`src/rtl/seven_segment_reader.sv`:
```
// seven_segment_reader: samples a multiplexed active-low segment/anode bus and
// rebuilds per-digit hex frames delivered over valid/ready.
// Optional build macro SEVSEG_READER_ERR_EN: flag illegal patterns in frame_err
// and report a held multi-select as a bus fault through overflow.
module seven_segment_reader #(
    parameter int NUM_DIGITS    = 8,
    parameter int STABLE_CYCLES = 4
) (
    input  logic                    clock,
    input  logic                    reset_L,
    input  logic [6:0]              segment,
    input  logic [NUM_DIGITS-1:0]   digit_sel,
    output logic [4*NUM_DIGITS-1:0] frame_bch,
    output logic [NUM_DIGITS-1:0]   frame_blank,
    output logic [NUM_DIGITS-1:0]   frame_err,
    output logic                    frame_valid,
    input  logic                    frame_ready,
    output logic                    overflow
);
    localparam int CW = $clog2(STABLE_CYCLES) + 1;
    localparam int IW = NUM_DIGITS > 1 ? $clog2(NUM_DIGITS) : 1;
    localparam logic [CW-1:0] CMAX = CW'(STABLE_CYCLES - 1);
    localparam logic [CW-1:0] CPRE = CW'(STABLE_CYCLES - 2);

    logic [NUM_DIGITS-1:0]   prev_sel;
    logic [6:0]              prev_seg;
    logic [CW-1:0]           cnt;
    logic [4*NUM_DIGITS-1:0] cap_bch;
    logic [NUM_DIGITS-1:0]   cap_blank, cap_err, seen, low;
    logic [IW-1:0]           idx;
    logic [3:0]              dec_bch;
    logic                    dec_blank, dec_err;
    logic                    one_low, multi, same, capture, frame_done, bus_fault;

    assign low        = ~digit_sel;
    assign multi      = (low & (low - NUM_DIGITS'(1))) != '0;
    assign one_low    = (low != '0) && !multi;
    assign same       = (digit_sel == prev_sel) && (segment == prev_seg);
    assign capture    = one_low && same && (cnt == CPRE);
    assign frame_done = &seen;

    // Position of the single low anode bit
    always_comb begin
        idx = '0;
        for (int i = 0; i < NUM_DIGITS; i++)
            if (low[i]) idx = IW'(i);
    end

    // Segment pattern to hex value with blank/illegal classification
    always_comb begin
        dec_bch   = 4'h0;
        dec_blank = 1'b0;
        dec_err   = 1'b0;
        case (segment)
            7'b1000000: dec_bch = 4'h0;
            7'b1111001: dec_bch = 4'h1;
            7'b0100100: dec_bch = 4'h2;
            7'b0110000: dec_bch = 4'h3;
            7'b0011001: dec_bch = 4'h4;
            7'b0010010: dec_bch = 4'h5;
            7'b0000010: dec_bch = 4'h6;
            7'b1111000: dec_bch = 4'h7;
            7'b0000000: dec_bch = 4'h8;
            7'b0010000,
            7'b0011000: dec_bch = 4'h9;
            7'b0001000: dec_bch = 4'hA;
            7'b0000011: dec_bch = 4'hB;
            7'b1000110: dec_bch = 4'hC;
            7'b0100001: dec_bch = 4'hD;
            7'b0000110: dec_bch = 4'hE;
            7'b0001110: dec_bch = 4'hF;
            7'b1111111: dec_blank = 1'b1;
`ifdef SEVSEG_READER_ERR_EN
            default:    dec_err = 1'b1;
`else
            default:    dec_blank = 1'b1;
`endif
        endcase
    end

`ifdef SEVSEG_READER_ERR_EN
    logic [CW-1:0] mcnt;
    assign bus_fault = multi && same && (mcnt == CPRE);

    // Dwell counter for a multi-select held on the bus
    always_ff @(posedge clock or negedge reset_L) begin
        if (!reset_L)
            mcnt <= '0;
        else
            mcnt <= (multi && same) ? ((mcnt == CMAX) ? mcnt : mcnt + CW'(1)) : '0;
    end
`else
    assign bus_fault = 1'b0;
`endif

    // Stability tracking, per-digit capture, frame assembly and handshake
    always_ff @(posedge clock or negedge reset_L) begin
        if (!reset_L) begin
            prev_sel    <= '0;
            prev_seg    <= '0;
            cnt         <= '0;
            cap_bch     <= '0;
            cap_blank   <= '0;
            cap_err     <= '0;
            seen        <= '0;
            frame_bch   <= '0;
            frame_blank <= '0;
            frame_err   <= '0;
            frame_valid <= 1'b0;
            overflow    <= 1'b0;
        end else begin
            prev_sel <= digit_sel;
            prev_seg <= segment;
            cnt      <= (one_low && same) ? ((cnt == CMAX) ? cnt : cnt + CW'(1)) : '0;
            if (capture) begin
                cap_bch[4*idx +: 4] <= dec_bch;
                cap_blank[idx]      <= dec_blank;
                cap_err[idx]        <= dec_err;
            end
            seen <= (frame_done ? '0 : seen) | (capture ? low : '0);
            if (frame_done && (!frame_valid || frame_ready)) begin
                frame_bch   <= cap_bch;
                frame_blank <= cap_blank;
                frame_err   <= cap_err;
                frame_valid <= 1'b1;
            end else if (frame_ready) begin
                frame_valid <= 1'b0;
            end
            if ((frame_done && frame_valid && !frame_ready) || bus_fault)
                overflow <= 1'b1;
        end
    end
endmodule

```
`config.mk`:
```
export PLATFORM = sky130hd
export DESIGN_NAME = seven_segment_reader
export DESIGN_NICKNAME = d
export VERILOG_FILES = /design/src/rtl/seven_segment_reader.sv
export SDC_FILE = /design/constraint.sdc
export NUM_CORES = 1
export LEC_CHECK = 0
export CORE_UTILIZATION = 35
export DETAILED_ROUTE_END_ITERATION = 12
export HOLD_SLACK_MARGIN = 0.15
export RECOVER_POWER = 25
export SYNTH_ARGS = -nofsm -noshare
export SYNTH_HDL_FRONTEND = slang
export SYNTH_SLANG_ARGS = --single-unit
```
`constraint.sdc`:
```
create_clock -name clock -period 3.6 [get_ports clock]
set_input_delay 0.54 -clock clock [delete_from_list [all_inputs] [get_ports clock]]
set_output_delay 0.54 -clock clock [all_outputs]
set_load 0.01 [all_outputs]
```
==> flow_summary_export.csv <==
group,metric,value,unit
run_status,outcome,"finished, violations left",
run_status,violations,"capacitance limit, slew limit",
place,hpwl,8.475,mm
clock_tree,clockBufferDepth,2,
clock_tree,cts_sinks,124,
global_route,first_global_vias,4128,
final_layout,final_core_util,46.20,%
run,drv_cap,1,
floorplanning,die_h,130.5,µm
logic_synthesis,async_reset_ff_share,100.0,%
place,port_buffers,67,
routing,detail-route-antenna-nets,0,
worst_hold_path,hold_path_class,"flip-flop to flip-flop",
clock_tree,cts_buffers,17,
floorplanning,rows,46,
logic_synthesis,synth_top_area_share,53.69,%
sta,layout_min_cycle_time,3093,ps
sta,setup_tns,0,ps
logic_synthesis,synth.area.top_cells,"dfrtp_1 (54%), mux2_1 (9.5%), nor4_4 (4.8%)",
critical_path,r2r_end,"cap_bch[29]",
sta,relSlewSlack,-2.237,%
place,place_area,6795,µm²
final_layout,drive_gt1_share,16.39,%
sta,setup-violations-final,0,
logic_synthesis,synth_warnings,0,
clock_tree,h-tree-depth,4,
power,comb_power_share,5.2,%
final_layout,postLayoutCellArea,7392,µm²
critical_path,r2r_cells,5,
routing,wl_per_cell,16.11,µm
sta,fmax,323.3,MHz
logic_synthesis,ys_ff_latch,124,
global_route,antenna_found_initial,1,
clock_tree,ctsRootBufferMaster,"clkbuf_16",
routing,drc_errors,0,
sta,grt_setup_unrepaired,"false",
logic_synthesis,yosysTopAreaCell,"dfrtp_1",
critical_path,cp.required,3930,ps
critical_path,r2r_slack,1060,ps
critical_path,arrival,3420,ps
critical_path,end_kind,"flip-flop",
floorplanning,initial_utilization,36.12,%
logic_synthesis,synth_cell_type_count,53,
final_layout,area_delta_synth_final,27.91,%
critical_path,path_class,"input port to flip-flop",
clock_tree,tritoncts,"done",
routing,drt_iter0_drc,171,
final_layout,nets,560,
logic_synthesis,syn_inst,452,
floorplanning,core_area,16000,µm²
power,leakagePower,3.552,nW
logic_synthesis,avgSynthCellArea,12.79,µm²
global_route,grt_max_degree,116,
clock_tree,clkLatencyLatePin,410,ps
routing,first_pass_iters,4,
logic_synthesis,netlist_area,5779,µm²
routing,vias,3799,
power,ir_drop,0.2984,mV
critical_path,cp-start-kind,"input port",
logic_synthesis,synth_flop_cell,"dfrtp_1",
global_route,grt_use_total,16.38,%
logic_synthesis,synth_edf_count,0,
floorplanning,io_pins,68,
worst_hold_path,hp-start,"seen[6]",
place,globalplace.congestion,0.8044,
critical_path,path_max_fanout,8,
power,power_frac_clock,53.0,%
sta,slew_violations,116,
global_route,grt_pass1_wl,21.19,mm
sta,worst_pin_slew,1534,ps
power,sw_frac_of_total,21.14,%
power,p_switching,0.0007123,W
sta,fin_crit_sh,85.91,%
floorplanning,dieArea,17030,µm²
critical_path,rr_startpoint,"prev_sel[1]",
logic_synthesis,synth-seq-area-share,53.69,%
power,seqPwrFrac,41.8,%
sta,fin_skew,7.451,ps
logic_synthesis,syn-num-nets,476,
clock_tree,cts_setup_buffers,0,
power,internal-power,0.002657,W
floorplanning,die_x,130.5,µm
routing,avgViaCountPerCell,4.960,
clock_tree,path_clk_slew,50,ps
worst_hold_path,holdPathStages,1,
sta,hold_viol_final,0,
worst_hold_path,hold_end,"seen[6]",
global_route,overflow,0,
power,p_per_area,455.8,nW/µm²
routing,drt_wl_total,12.34,mm
-- cell usage in the layout (no fill, tap or decap), drive strengths merged, types with 5 or more instances in the layout --
cell type        n
a21oi           12
clkdlybuf4s50   58
nor2            15
buf             13
o21ai            9
nand2b           6
nand4            7
nor4            15
mux2i           17
dlygate4sd3      9
nand2           18
a21o             9
clkbuf          30
nor2b           12
dfrtp          124
inv             29
or4              7
mux2            72
ha               6
nor4b            5
xnor2           11
-- per-stage QoR --
step	instances	power, W	setup WS [ps]	hold WS, ps
after floorplan	452	0.001520	600.2	244.4
after global placement	732	0.001611	278.4	383.9
after detailed placement	732	0.001615	196.0	387.9
after CTS	765	0.003420	629.5	483.3
after global routing	766	0.003499	335.2	491.9
final	766	0.003370	507.2	477.2
-- state kept, by name, indices dropped and copies added (netlist names) --
register and flops:
cap_blank 8, seen 8, cap_err 8, frame_bch 32
prev_seg 7, prev_sel 8, frame_blank 8, cnt 3
overflow 1, cap_bch 32, frame_err 8, frame_valid 1
-- worst max path at each step --
stage                        to  cells after the start  slack [ps]    startpoint
floorplan           cap_bch[24]                     10         600  digit_sel[6]
global placement    cap_bch[29]                      6         280  digit_sel[4]
detailed placement  cap_bch[25]                     10         200  digit_sel[1]
CTS                 cap_bch[26]                     10         630  digit_sel[1]
global route        cap_bch[10]                     10         340  digit_sel[1]
finish              cap_bch[26]                     10         510  digit_sel[1]
-- cell families after synthesis --
logic type,after synthesis,synth area share (%)
muxes,89,16.97
and+or+nand+nor,115,16.00
adders and majority gates,6,1.299
AOI/OAI and AO/OA,51,5.889
xor gates and xnor gates,14,2.122
buffers and inverters,53,4.027
DFF,124,53.69
-- per-layer routing --
layer | share of wire (%) | GRT usage (%) | up-vias
li1 | - | - | 1783
met1 | 45 | 20.09 | 1901
met2 | 49 | 27.26 | 97
met3 | 4.7 | 5.049 | 18
met4 | 1.4 | 5.747 | 0
met5 | 0 | 0 | -
-- Yosys cell counts (2+ instances only) --
master     instances
o211ai_1           2
xor2_1             3
mux2_1            49
o21ai_0            8
nor2_1            15
o31ai_1            4
nor4b_4            3
a21o_1             9
mux2i_1           17
nand3b_1           3
buf_2              5
inv_2              2
nand2b_1           6
and3_1             2
a32oi_1            3
nor4_4            13
or4_1              6
inv_1             27
or2_2              2
a22oi_1            2
mux2_2            23
a21oi_1           12
nand3_1            4
buf_1              3
o2111ai_1          2
nand2_1           18
and2_1             3
nor3b_1            3
dfrtp_1          124
ha_1               6
nor2b_1           12
nor3_1             4
nand4_1            7
nor4b_1            2
and3b_1            3
clkbuf_1          13
a31oi_1            3
nor4_1             2
xnor2_1           11
nor4bb_1           3
-- critical path: stages --
cell	delay, ps
dlygate4sd3_1	640
nand2b_1	200
a21oi_1	210
nor2_1	100
ha_1	200
ha_1	330
nand2b_1	170
or4_1	460
nor4_4	330
mux2i_1	240
-- power groups by stage --
stage                     Sequential, W  Combinational (W)  Clock (W)
after detailed placement        0.00143           0.000183          0
after global routing            0.00141           0.000196    0.00190
after floorplan                 0.00143          0.0000885          0
final                           0.00141           0.000175    0.00179
after global placement          0.00143           0.000179          0
after CTS                       0.00141           0.000185    0.00183
-- final cells by class --
class / instances / area [µm²]
diodes: 1 / 2.502
well taps: 216 / 270.3
clock buffers: 21 / 460.4
multi-input cells: 275 / 2462
clock inverters: 11 / 166.4
fillers: 1481 / 8608
flip-flops and latches: 124 / 3103
inverters: 29 / 108.9
repair buffers: 89 / 818.3
-- repair_timing --
item | CTS | global route
hold buffers | 1 | 0
gates resized for setup | 0 | 0
hold endpoints to repair | 9 | 0
Note: power is estimated with default switching activity, not from simulation.
